--- config.mk ---
export PLATFORM = sky130hd
export DESIGN_NAME = multi_cycle_ctrl
export DESIGN_NICKNAME = d
export VERILOG_FILES = /design/src/rtl/ctrl_pkg.sv /design/src/rtl/mc_decode.sv /design/src/rtl/multi_cycle_ctrl.sv
export SDC_FILE = /design/constraint.sdc
export NUM_CORES = 1
export LEC_CHECK = 0
export CAP_MARGIN = 20
export CORE_MARGIN = 3
export CORE_UTILIZATION = 43
export DETAILED_ROUTE_END_ITERATION = 6
export PLACE_DENSITY = 0.74
export SETUP_SLACK_MARGIN = 0.15
export SYNTH_ARGS = -nofsm -noshare
export SYNTH_HDL_FRONTEND = slang
export SYNTH_SLANG_ARGS = --single-unit
--- constraint.sdc ---
create_clock -name CLK -period 1.35 [get_ports CLK]
set_clock_uncertainty 0.1 [all_clocks]
set_input_delay 0.135 -clock CLK [delete_from_list [all_inputs] [get_ports CLK]]
set_output_delay 0.135 -clock CLK [all_outputs]
set_load 0.02 [all_outputs]
--- src/rtl/ctrl_pkg.sv ---
// Shared encodings for the multi-cycle controller: opcodes, FSM states,
// ALU operation codes and the decoded-instruction record.
package ctrl_pkg;

    localparam logic [5:0] OP_ADD  = 6'b000000;
    localparam logic [5:0] OP_ADDI = 6'b000001;
    localparam logic [5:0] OP_SUB  = 6'b000010;
    localparam logic [5:0] OP_ORI  = 6'b010000;
    localparam logic [5:0] OP_AND  = 6'b010001;
    localparam logic [5:0] OP_OR   = 6'b010010;
    localparam logic [5:0] OP_SHL  = 6'b011000;
    localparam logic [5:0] OP_MOVE = 6'b100000;
    localparam logic [5:0] OP_SW   = 6'b100110;
    localparam logic [5:0] OP_LW   = 6'b100111;
    localparam logic [5:0] OP_BEQ  = 6'b110000;
    localparam logic [5:0] OP_HALT = 6'b111111;

    // Bit 3 only separates HALT from ID; the debug State output shows bits 2:0.
    typedef enum logic [3:0] {
        ST_IF     = 4'b0000,
        ST_ID     = 4'b0001,
        ST_EXE_AL = 4'b0110,
        ST_WB_AL  = 4'b0111,
        ST_EXE_BR = 4'b0101,
        ST_EXE_LS = 4'b0010,
        ST_MEM    = 4'b0011,
        ST_WB_LD  = 4'b0100,
        ST_HALT   = 4'b1001
    } state_t;

    typedef enum logic [2:0] {
        CL_NOP  = 3'd0,
        CL_ALU  = 3'd1,
        CL_BR   = 3'd2,
        CL_SW   = 3'd3,
        CL_LW   = 3'd4,
        CL_HALT = 3'd5
    } iclass_t;

    typedef enum logic [2:0] {
        ALU_ADD = 3'b000,
        ALU_SUB = 3'b001,
        ALU_OR  = 3'b011,
        ALU_AND = 3'b100,
        ALU_SHL = 3'b101
    } aluop_t;

    typedef struct packed {
        iclass_t cls;
        aluop_t  aluop;
        logic    alusrcb;
        logic    extsel;
        logic    regout;
    } dec_t;

endpackage

--- src/rtl/mc_decode.sv ---
// Combinational opcode decoder: instruction class plus ALU, extender and
// register-destination fields.
module mc_decode
    import ctrl_pkg::*;
(
    input  logic [5:0] opcode,
    output dec_t       dec
);

    always_comb begin
        dec = '{cls: CL_NOP, aluop: ALU_ADD, alusrcb: 1'b0, extsel: 1'b1, regout: 1'b0};
        case (opcode)
            OP_ADD, OP_MOVE: begin
                dec.cls = CL_ALU; dec.extsel = 1'b0; dec.regout = 1'b1;
            end
            OP_SUB: begin
                dec.cls = CL_ALU; dec.aluop = ALU_SUB; dec.extsel = 1'b0; dec.regout = 1'b1;
            end
            OP_AND: begin
                dec.cls = CL_ALU; dec.aluop = ALU_AND; dec.extsel = 1'b0; dec.regout = 1'b1;
            end
            OP_OR: begin
                dec.cls = CL_ALU; dec.aluop = ALU_OR; dec.extsel = 1'b0; dec.regout = 1'b1;
            end
            OP_SHL: begin
                dec.cls = CL_ALU; dec.aluop = ALU_SHL; dec.alusrcb = 1'b1;
                dec.extsel = 1'b0; dec.regout = 1'b1;
            end
            OP_ADDI: begin
                dec.cls = CL_ALU; dec.alusrcb = 1'b1;
            end
            OP_ORI: begin
                dec.cls = CL_ALU; dec.aluop = ALU_OR; dec.alusrcb = 1'b1; dec.extsel = 1'b0;
            end
            OP_SW: begin
                dec.cls = CL_SW; dec.alusrcb = 1'b1;
            end
            OP_LW: begin
                dec.cls = CL_LW; dec.alusrcb = 1'b1;
            end
            OP_BEQ: begin
                dec.cls = CL_BR; dec.aluop = ALU_SUB;
            end
            OP_HALT: dec.cls = CL_HALT;
            default: ;
        endcase
    end

endmodule

--- src/rtl/multi_cycle_ctrl.sv ---
// Multi-cycle CPU control FSM: IF/ID/EXE/MEM/WB sequencing with Moore-decoded
// datapath controls and a sticky HALT state.
module multi_cycle_ctrl
    import ctrl_pkg::*;
(
    input  logic       CLK,
    input  logic       Reset,
    input  logic [5:0] Opcode,
    input  logic       Zero,
    output logic       PCWre,
    output logic       IRWre,
    output logic       RegWre,
    output logic       ALUSrcB,
    output logic       ALUM2Reg,
    output logic       RegOut,
    output logic       RD,
    output logic       WR,
    output logic       PCSrc,
    output logic       ExtSel,
    output logic       insMemRW,
    output logic [2:0] ALUOp,
    output logic [2:0] State,
    output logic       Halted
);

    state_t st, nst;
    dec_t   dec, held, cur;

    mc_decode u_dec (
        .opcode (Opcode),
        .dec    (dec)
    );

    always_ff @(posedge CLK) begin
        if (!Reset) st <= ST_IF;
        else        st <= nst;
    end

    // Decode captured in ID drives everything after it, so later Opcode
    // changes cannot redirect or alter an instruction already in flight.
    always_ff @(posedge CLK) begin
        if (!Reset)
            held <= '{cls: CL_NOP, aluop: ALU_ADD, alusrcb: 1'b0, extsel: 1'b1, regout: 1'b0};
        else if (st == ST_ID)
            held <= dec;
    end

    always_comb begin
        nst = ST_IF;
        case (st)
            ST_IF: nst = ST_ID;
            ST_ID: begin
                case (dec.cls)
                    CL_ALU:        nst = ST_EXE_AL;
                    CL_BR:         nst = ST_EXE_BR;
                    CL_SW, CL_LW:  nst = ST_EXE_LS;
                    CL_HALT:       nst = ST_HALT;
                    default:       nst = ST_IF;
                endcase
            end
            ST_EXE_AL: nst = ST_WB_AL;
            ST_EXE_LS: nst = ST_MEM;
            ST_MEM:    nst = (held.cls == CL_LW) ? ST_WB_LD : ST_IF;
            ST_HALT:   nst = ST_HALT;
            default:   nst = ST_IF;
        endcase
    end

    assign cur = (st == ST_ID) ? dec : held;

    always_comb begin
        PCWre    = 1'b0;
        IRWre    = 1'b0;
        RegWre   = 1'b0;
        ALUM2Reg = 1'b0;
        RD       = 1'b1;
        WR       = 1'b1;
        PCSrc    = 1'b0;
        Halted   = 1'b0;
        case (st)
            ST_IF:     IRWre = 1'b1;
            ST_ID:     PCWre = (dec.cls == CL_NOP);
            ST_WB_AL: begin
                PCWre = 1'b1; RegWre = 1'b1;
            end
            ST_EXE_BR: begin
                PCWre = 1'b1; PCSrc = Zero;
            end
            ST_MEM: begin
                if (held.cls == CL_LW) begin
                    RD = 1'b0; ALUM2Reg = 1'b1;
                end else begin
                    WR = 1'b0; PCWre = 1'b1;
                end
            end
            ST_WB_LD: begin
                PCWre = 1'b1; RegWre = 1'b1; ALUM2Reg = 1'b1;
            end
            ST_HALT:   Halted = 1'b1;
            default: ;
        endcase
        if (!Reset) begin
            PCWre    = 1'b0;
            IRWre    = 1'b0;
            RegWre   = 1'b0;
            ALUM2Reg = 1'b0;
            RD       = 1'b1;
            WR       = 1'b1;
            PCSrc    = 1'b0;
            Halted   = 1'b0;
        end
    end

    assign ALUOp    = cur.aluop;
    assign ALUSrcB  = cur.alusrcb;
    assign ExtSel   = cur.extsel;
    assign RegOut   = cur.regout;
    assign insMemRW = 1'b1;
    assign State    = Reset ? st[2:0] : 3'b000;

endmodule

==> results.md, run 1 <==
- Die width: around 55 um
- Main synth FF type: dfxtp_1
- Rows: 17
- Routability Congestion: about 0.87
- Halt Stage: 5_1_grt
- Worst-case clock buffer depth: 2
- Syn Nets: 149
- Largest net degree at the start of global routing: 11
- Initial Util: 0.4623
- Clock root buffer: clkbuf_4
- Worst EP post-GRT repair: PCWre
- Outcome: aborted with a tool error
- Synthesized area per cell: around 7.5 um^2
- Post-Syn Instances: between 100 and 150
- Ys Warns: 0
- Error: [ERROR DPL-0038] Utilization greater than 100%, impossible to legalize
- Die height: 55.47 um
- Seq cells post-synth: 13
- CTS Sinks: 13
- Top-Level Pins: 27
- CTS HTree Levels: 1
- Asr flop ratio synth: 0
- Port Buffers: 25
- Pre-CTS WS: -1.035 ns
- WEP type: output port
- Seq/Total Area, Yosys: 0.2473
- Cell Area, Synth: 1052 um^2
- Cell variety after synth: between 40 and 50
- EDFF count, synth: 0
- HPWL Detailed: roughly 2.8 mm
- CTS Buf Count: 3
- CTS Hold Bufs: 0
[cell usage after synthesis (2+ instances only)]
cell,count,area share
nor2b_1,4,0.024
a21oi_2,2,0.017
or2_2,2,0.012
nand2_1,15,0.054
nand3b_1,2,0.014
o21ai_0,5,0.024
a21oi_1,10,0.048
nor3b_1,3,0.021
buf_2,4,0.019
nand4_1,4,0.024
and3_1,2,0.012
and2_1,9,0.054
mux2i_1,3,0.029
nor2_1,9,0.032
o21a_1,2,0.014
a211oi_1,2,0.014
a21boi_0,2,0.014
inv_1,3,0.011
buf_4,4,0.029
nand2b_1,3,0.018
clkbuf_1,2,0.0071
a22oi_1,2,0.014
o21ai_1,2,0.0095
buf_6,3,0.032
dfxtp_1,13,0.25
nor3_1,4,0.019
o41ai_1,3,0.025
[metrics by stage]
stage / TNS, ns / cells / hold slack, ns / area [um^2]
after CTS: -5.525 / 237 / 0.2861 / 1986
after detailed placement: -18.47 / 220 / 0.4318 / 1699
after global placement: -17.56 / 220 / 0.3870 / 1699
after floorplan: -0.6247 / 140 / 0.1796 / 1227
[repair_timing]
action | in CTS
buffers inserted | 12
pin swaps | 25
gates cloned | 1
setup endpoints to repair | 30
resized for setup | 168
endpoints found under the hold margin | 0
[cells by family after synthesis]
family,count (synthesis),share of synthesized area
AO/OA/AOI/OAI,40,0.2580
XOR/XNOR,1,0.008325
other,1,0.003564
buffers and inverters,16,0.09750
AND/OR/NAND/NOR,66,0.3567
flip-flops,13,0.2473
multiplexers,3,0.02854
==> run 2, diff against run 1 <==
Settings changed: CORE_AREA set to 3 3 64 66, CORE_MARGIN 3 to unset, CORE_UTILIZATION 43 to unset, DIE_AREA set to 0 0 67 69, PLACE_DENSITY 0.74 to unset, PLACE_DENSITY_LB_ADDON set to 0.15, SETUP_SLACK_MARGIN 0.15 to unset.
Clock period 1.35 ns to 1.8 ns, I/O delays scaled along.
==> run 2 against run 1 <==
  * The flow now finishes, with violations (setup timing)
  * Synthesized cell count unchanged
  * Area after synthesis unchanged
==> results.md, run 2 <==
- Most frequent cells in the layout: buf_4 (49), nand2_1 (14), dfxtp_1 (10)
- Synth top cells by count: nand2_1 (15), dfxtp_1 (13), a21oi_1 (10), and2_1 (9), nor2_1 (9)
- Crit path arrival time: roughly 1.5 ns
- DRC errors left: 0
- # setup viols final: 1
- Ys Warns: 0 (unchanged)
- Number of global-route vias before repair: 1255
- Hold crit path type: reg -> reg
- Fin crit share: 1.000
- Die Area: between 4000 and 5000 um^2
- Worst VDD drop: just over 400 uV
- Max FFs per register: 9
- Mux share of post-synthesis cell area: 0.02854 (unchanged)
- Internal power: between 600 and 700 uW
- Critical path class: reg -> out
- Top-Level Pins: 27 (unchanged)
- Setup TNS: -0.00006484 ns
- Largest net degree at the start of global routing: 14
- Final wirelength: around 3.5 mm
- Rows: 22 (+5)
- Fmax: around 560 MHz
- Reg-to-Reg End: st[1]$_SDFF_PN0_
- Seq/Total Area, Yosys: 0.2473 (unchanged)
- Slew Limit Fails: 0
- Syn Nets: 149 (unchanged)
- Gate power share: 0.371
- Outcome: finished with violations
- Die height: 69 um (+24%)
- Asr flop ratio synth: 0 (unchanged)
- Routed via count: about 1.3k
- Crit-path most repeated cell: buf_4
- Clk_lat worst skew: between 0.2 and 0.3 ns
- Crit path largest cell delay: 0.33 ns
- Setup ws final: -0.00006484 ns
- HPWL Detailed: 2.488 mm (-9.7%)
- Largest family of logic cells by synthesized area: simple AND/OR/NAND/NOR gates
- Synth Area in Adders: 0 (unchanged)
- EDFF count, synth: 0 (unchanged)
- Count leader, synth: nand2_1
- Layout cells sized above 1: 0.4739
- Final Hold Viols: 0
- Register bank with the most flops: held
- Nets@finish: about 220
- Flop pwr share: 0.326
- Gr usage total: 0.1533
- Core Box Area: roughly 3600 um^2
- CP endpoint kind: output port
- Cell Area, Synth: 1052 um^2 (unchanged)
- Post-Syn Instances: 140 (unchanged)
- CTS Sinks: 13 (unchanged)
- Starting DRT DRC Count: 42
- CP Max Fanout: 6
- Startpoint Class: flop
- WL per Instance: roughly 13 um
- Main synth FF type: dfxtp_1
- Worst-case clock buffer depth: 2 (unchanged)
- R2R setup slack: approximately 0.13 ns
- Initial antenna violation count: 0
- Power density over the cells: ~500 nW/um^2
- Switching part of the total: 0.3166
- Routability Congestion: 0.8670 (+0.16%)
- Hold Path Cell Cnt: 2
- CP Data Required Time: around 1.5 ns
- Initial Util: 0.2896 (-0.1727)
- CTS HTree Levels: 1 (unchanged)
- Crit-path cells: and2b_2 > nand2_4 > buf_4 > nand2_1 > o41ai_4 > buf_4 > buf_2
- Port Buffers: 25 (unchanged)
- Net Switching: 294.2 uW
- Cell variety after synth: 48 (unchanged)
- Antenna cell count: 0
- Commonest non-fill, non-tap cell in the layout: buf_4
- Unrepaired setup endpoints after global routing: true
- Violated checks: setup timing
- Synth-to-Final Area Change: 75.74%
- CTS tree: done
- Total Power: 929.5 uW
- Slowest CP cell: dfxtp_2
- Reg2reg start: st[1]$_SDFF_PN0_
- CTS Hold Bufs: 0 (unchanged)
- Clk pwr share: 0.304
- Top cells by area, synth: dfxtp_1 (25%), and2_1 (5.4%), nand2_1 (5.4%)
- Leakage: 0.0008918 uW
- Top-area cell type share of the netlist area: 0.2473 (unchanged)
- Die width: 67 um (+21%)
- Post-Synth Simple-Gate Area: 0.3567 (unchanged)
- Synth Area in Compound Gates: 0.2580 (unchanged)
- First-pass iteration count of the detailed router: 4
- Min-delay src: held[1]$_SDFF_PN1_
- DR vias/cell: ~4.9
- Post-route antenna net violation count: 0
- Synthesized area per cell: 7.516 um^2 (unchanged)
- First-pass GRT wire length: around 5.7 mm
- Final Util: 0.5090
- Clock root buffer: clkbuf_8
- Reg2reg path depth: 10
- Max Cap Violations: 0
- Tmin final: about 1.8 ns
- Hold Path End: held[1]$_SDFF_PN1_
- Seq cells post-synth: 13 (unchanged)
- Clock transition at the registers of the reported paths: 0.07 ns
- Top Registers: held: 9 flops, st: 4 flops
- Gr ovfl total: 0
- CTS Buf Count: 3 (unchanged)
- Area leader, netlist: dfxtp_1
- Post-synthesis xor/xnor area fraction: 0.008323 (unchanged)
==> run 2: cell counts after synthesis <==
Identical to the previous run, type by type.
==> run 2: final cells by class <==
class | count | area (um^2)
Inverter | 3 | 11.26
Multi-Input combinational cell | 111 | 813.3
Sequential cell | 13 | 264.0
Timing Repair Buffer | 80 | 655.6
Tap cell | 48 | 60.06
Fill cell | 367 | 1784
Clock buffer | 4 | 45.04
==> run 2: worst max-delay path by stage <==
stage	start	to	slack, ns
after floorplan	st[0]$_SDFF_PN0_	held[3]$_SDFF_PN0_	-0.16
after global placement	Opcode[4]	ALUOp[0]	-0.66
after detailed placement	Opcode[4]	ALUOp[0]	-0.65
after CTS	st[1]$_SDFF_PN0_	ALUOp[0]	-0.12
after global routing	st[1]$_SDFF_PN0_	ALUOp[0]	-0.07
final	st[1]$_SDFF_PN0_	ALUOp[0]	-0.00006
==> run 2: per-stage QoR <==
stage / cells / hold slack [ns] / cell area, um^2 / setup WS (ns)
floorplan: 140 / 0.2338 / 1060 / -0.1585
global placement: 244 / 0.3810 / 1622 / -0.6600
detailed placement: 244 / 0.4155 / 1622 / -0.6490
CTS: 254 / 0.4279 / 1765 / -0.1164
global route: 259 / 0.4539 / 1849 / -0.06681
finish: 259 / 0.4185 / 1849 / -0.00006484
==> run 2: cell families after synthesis <==
kind of cell           Yosys count
AO/OA/AOI/OAI                   40
multiplexers                     3
buffers and inverters           16
other                            1
flip-flops                      13
XOR/XNOR                         1
AND/OR/NAND/NOR                 66
==> run 2: repair_timing <==
action,in CTS,in global routing
gates resized for setup,81,27
buffers inserted,6,6
pin swaps,5,9
setup endpoints to repair,20,15
==> run 2: critical path: cells and delay by family, from the launching register on <==
family	cells	cell delay, ns
AOI/OAI and AO/OA	1	0.06
buffers and inverters	3	0.45
DFF	1	0.33
and+or+nand+nor	3	0.43
==> run 2: per-layer routing <==
metal / vias to the layer above / part of all wire / GRT usage
met5: - / 0 / 0
met4: 0 / 0.0049 / 0.02928
met3: 2 / 0.042 / 0.02769
met2: 25 / 0.50 / 0.2620
met1: 591 / 0.45 / 0.1978
li1: 646 / - / -
==> run 2: power by group through the flow <==
stage	combinational (uW)	clock, uW	sequential, uW
2_1_floorplan	145	0	307
3_3_place_gp	282	0	308
3_5_place_dp	283	0	308
5_1_grt	374	303	303
4_1_cts	311	285	302
6_report	345	282	303
Power figures use the tool's default switching activity.
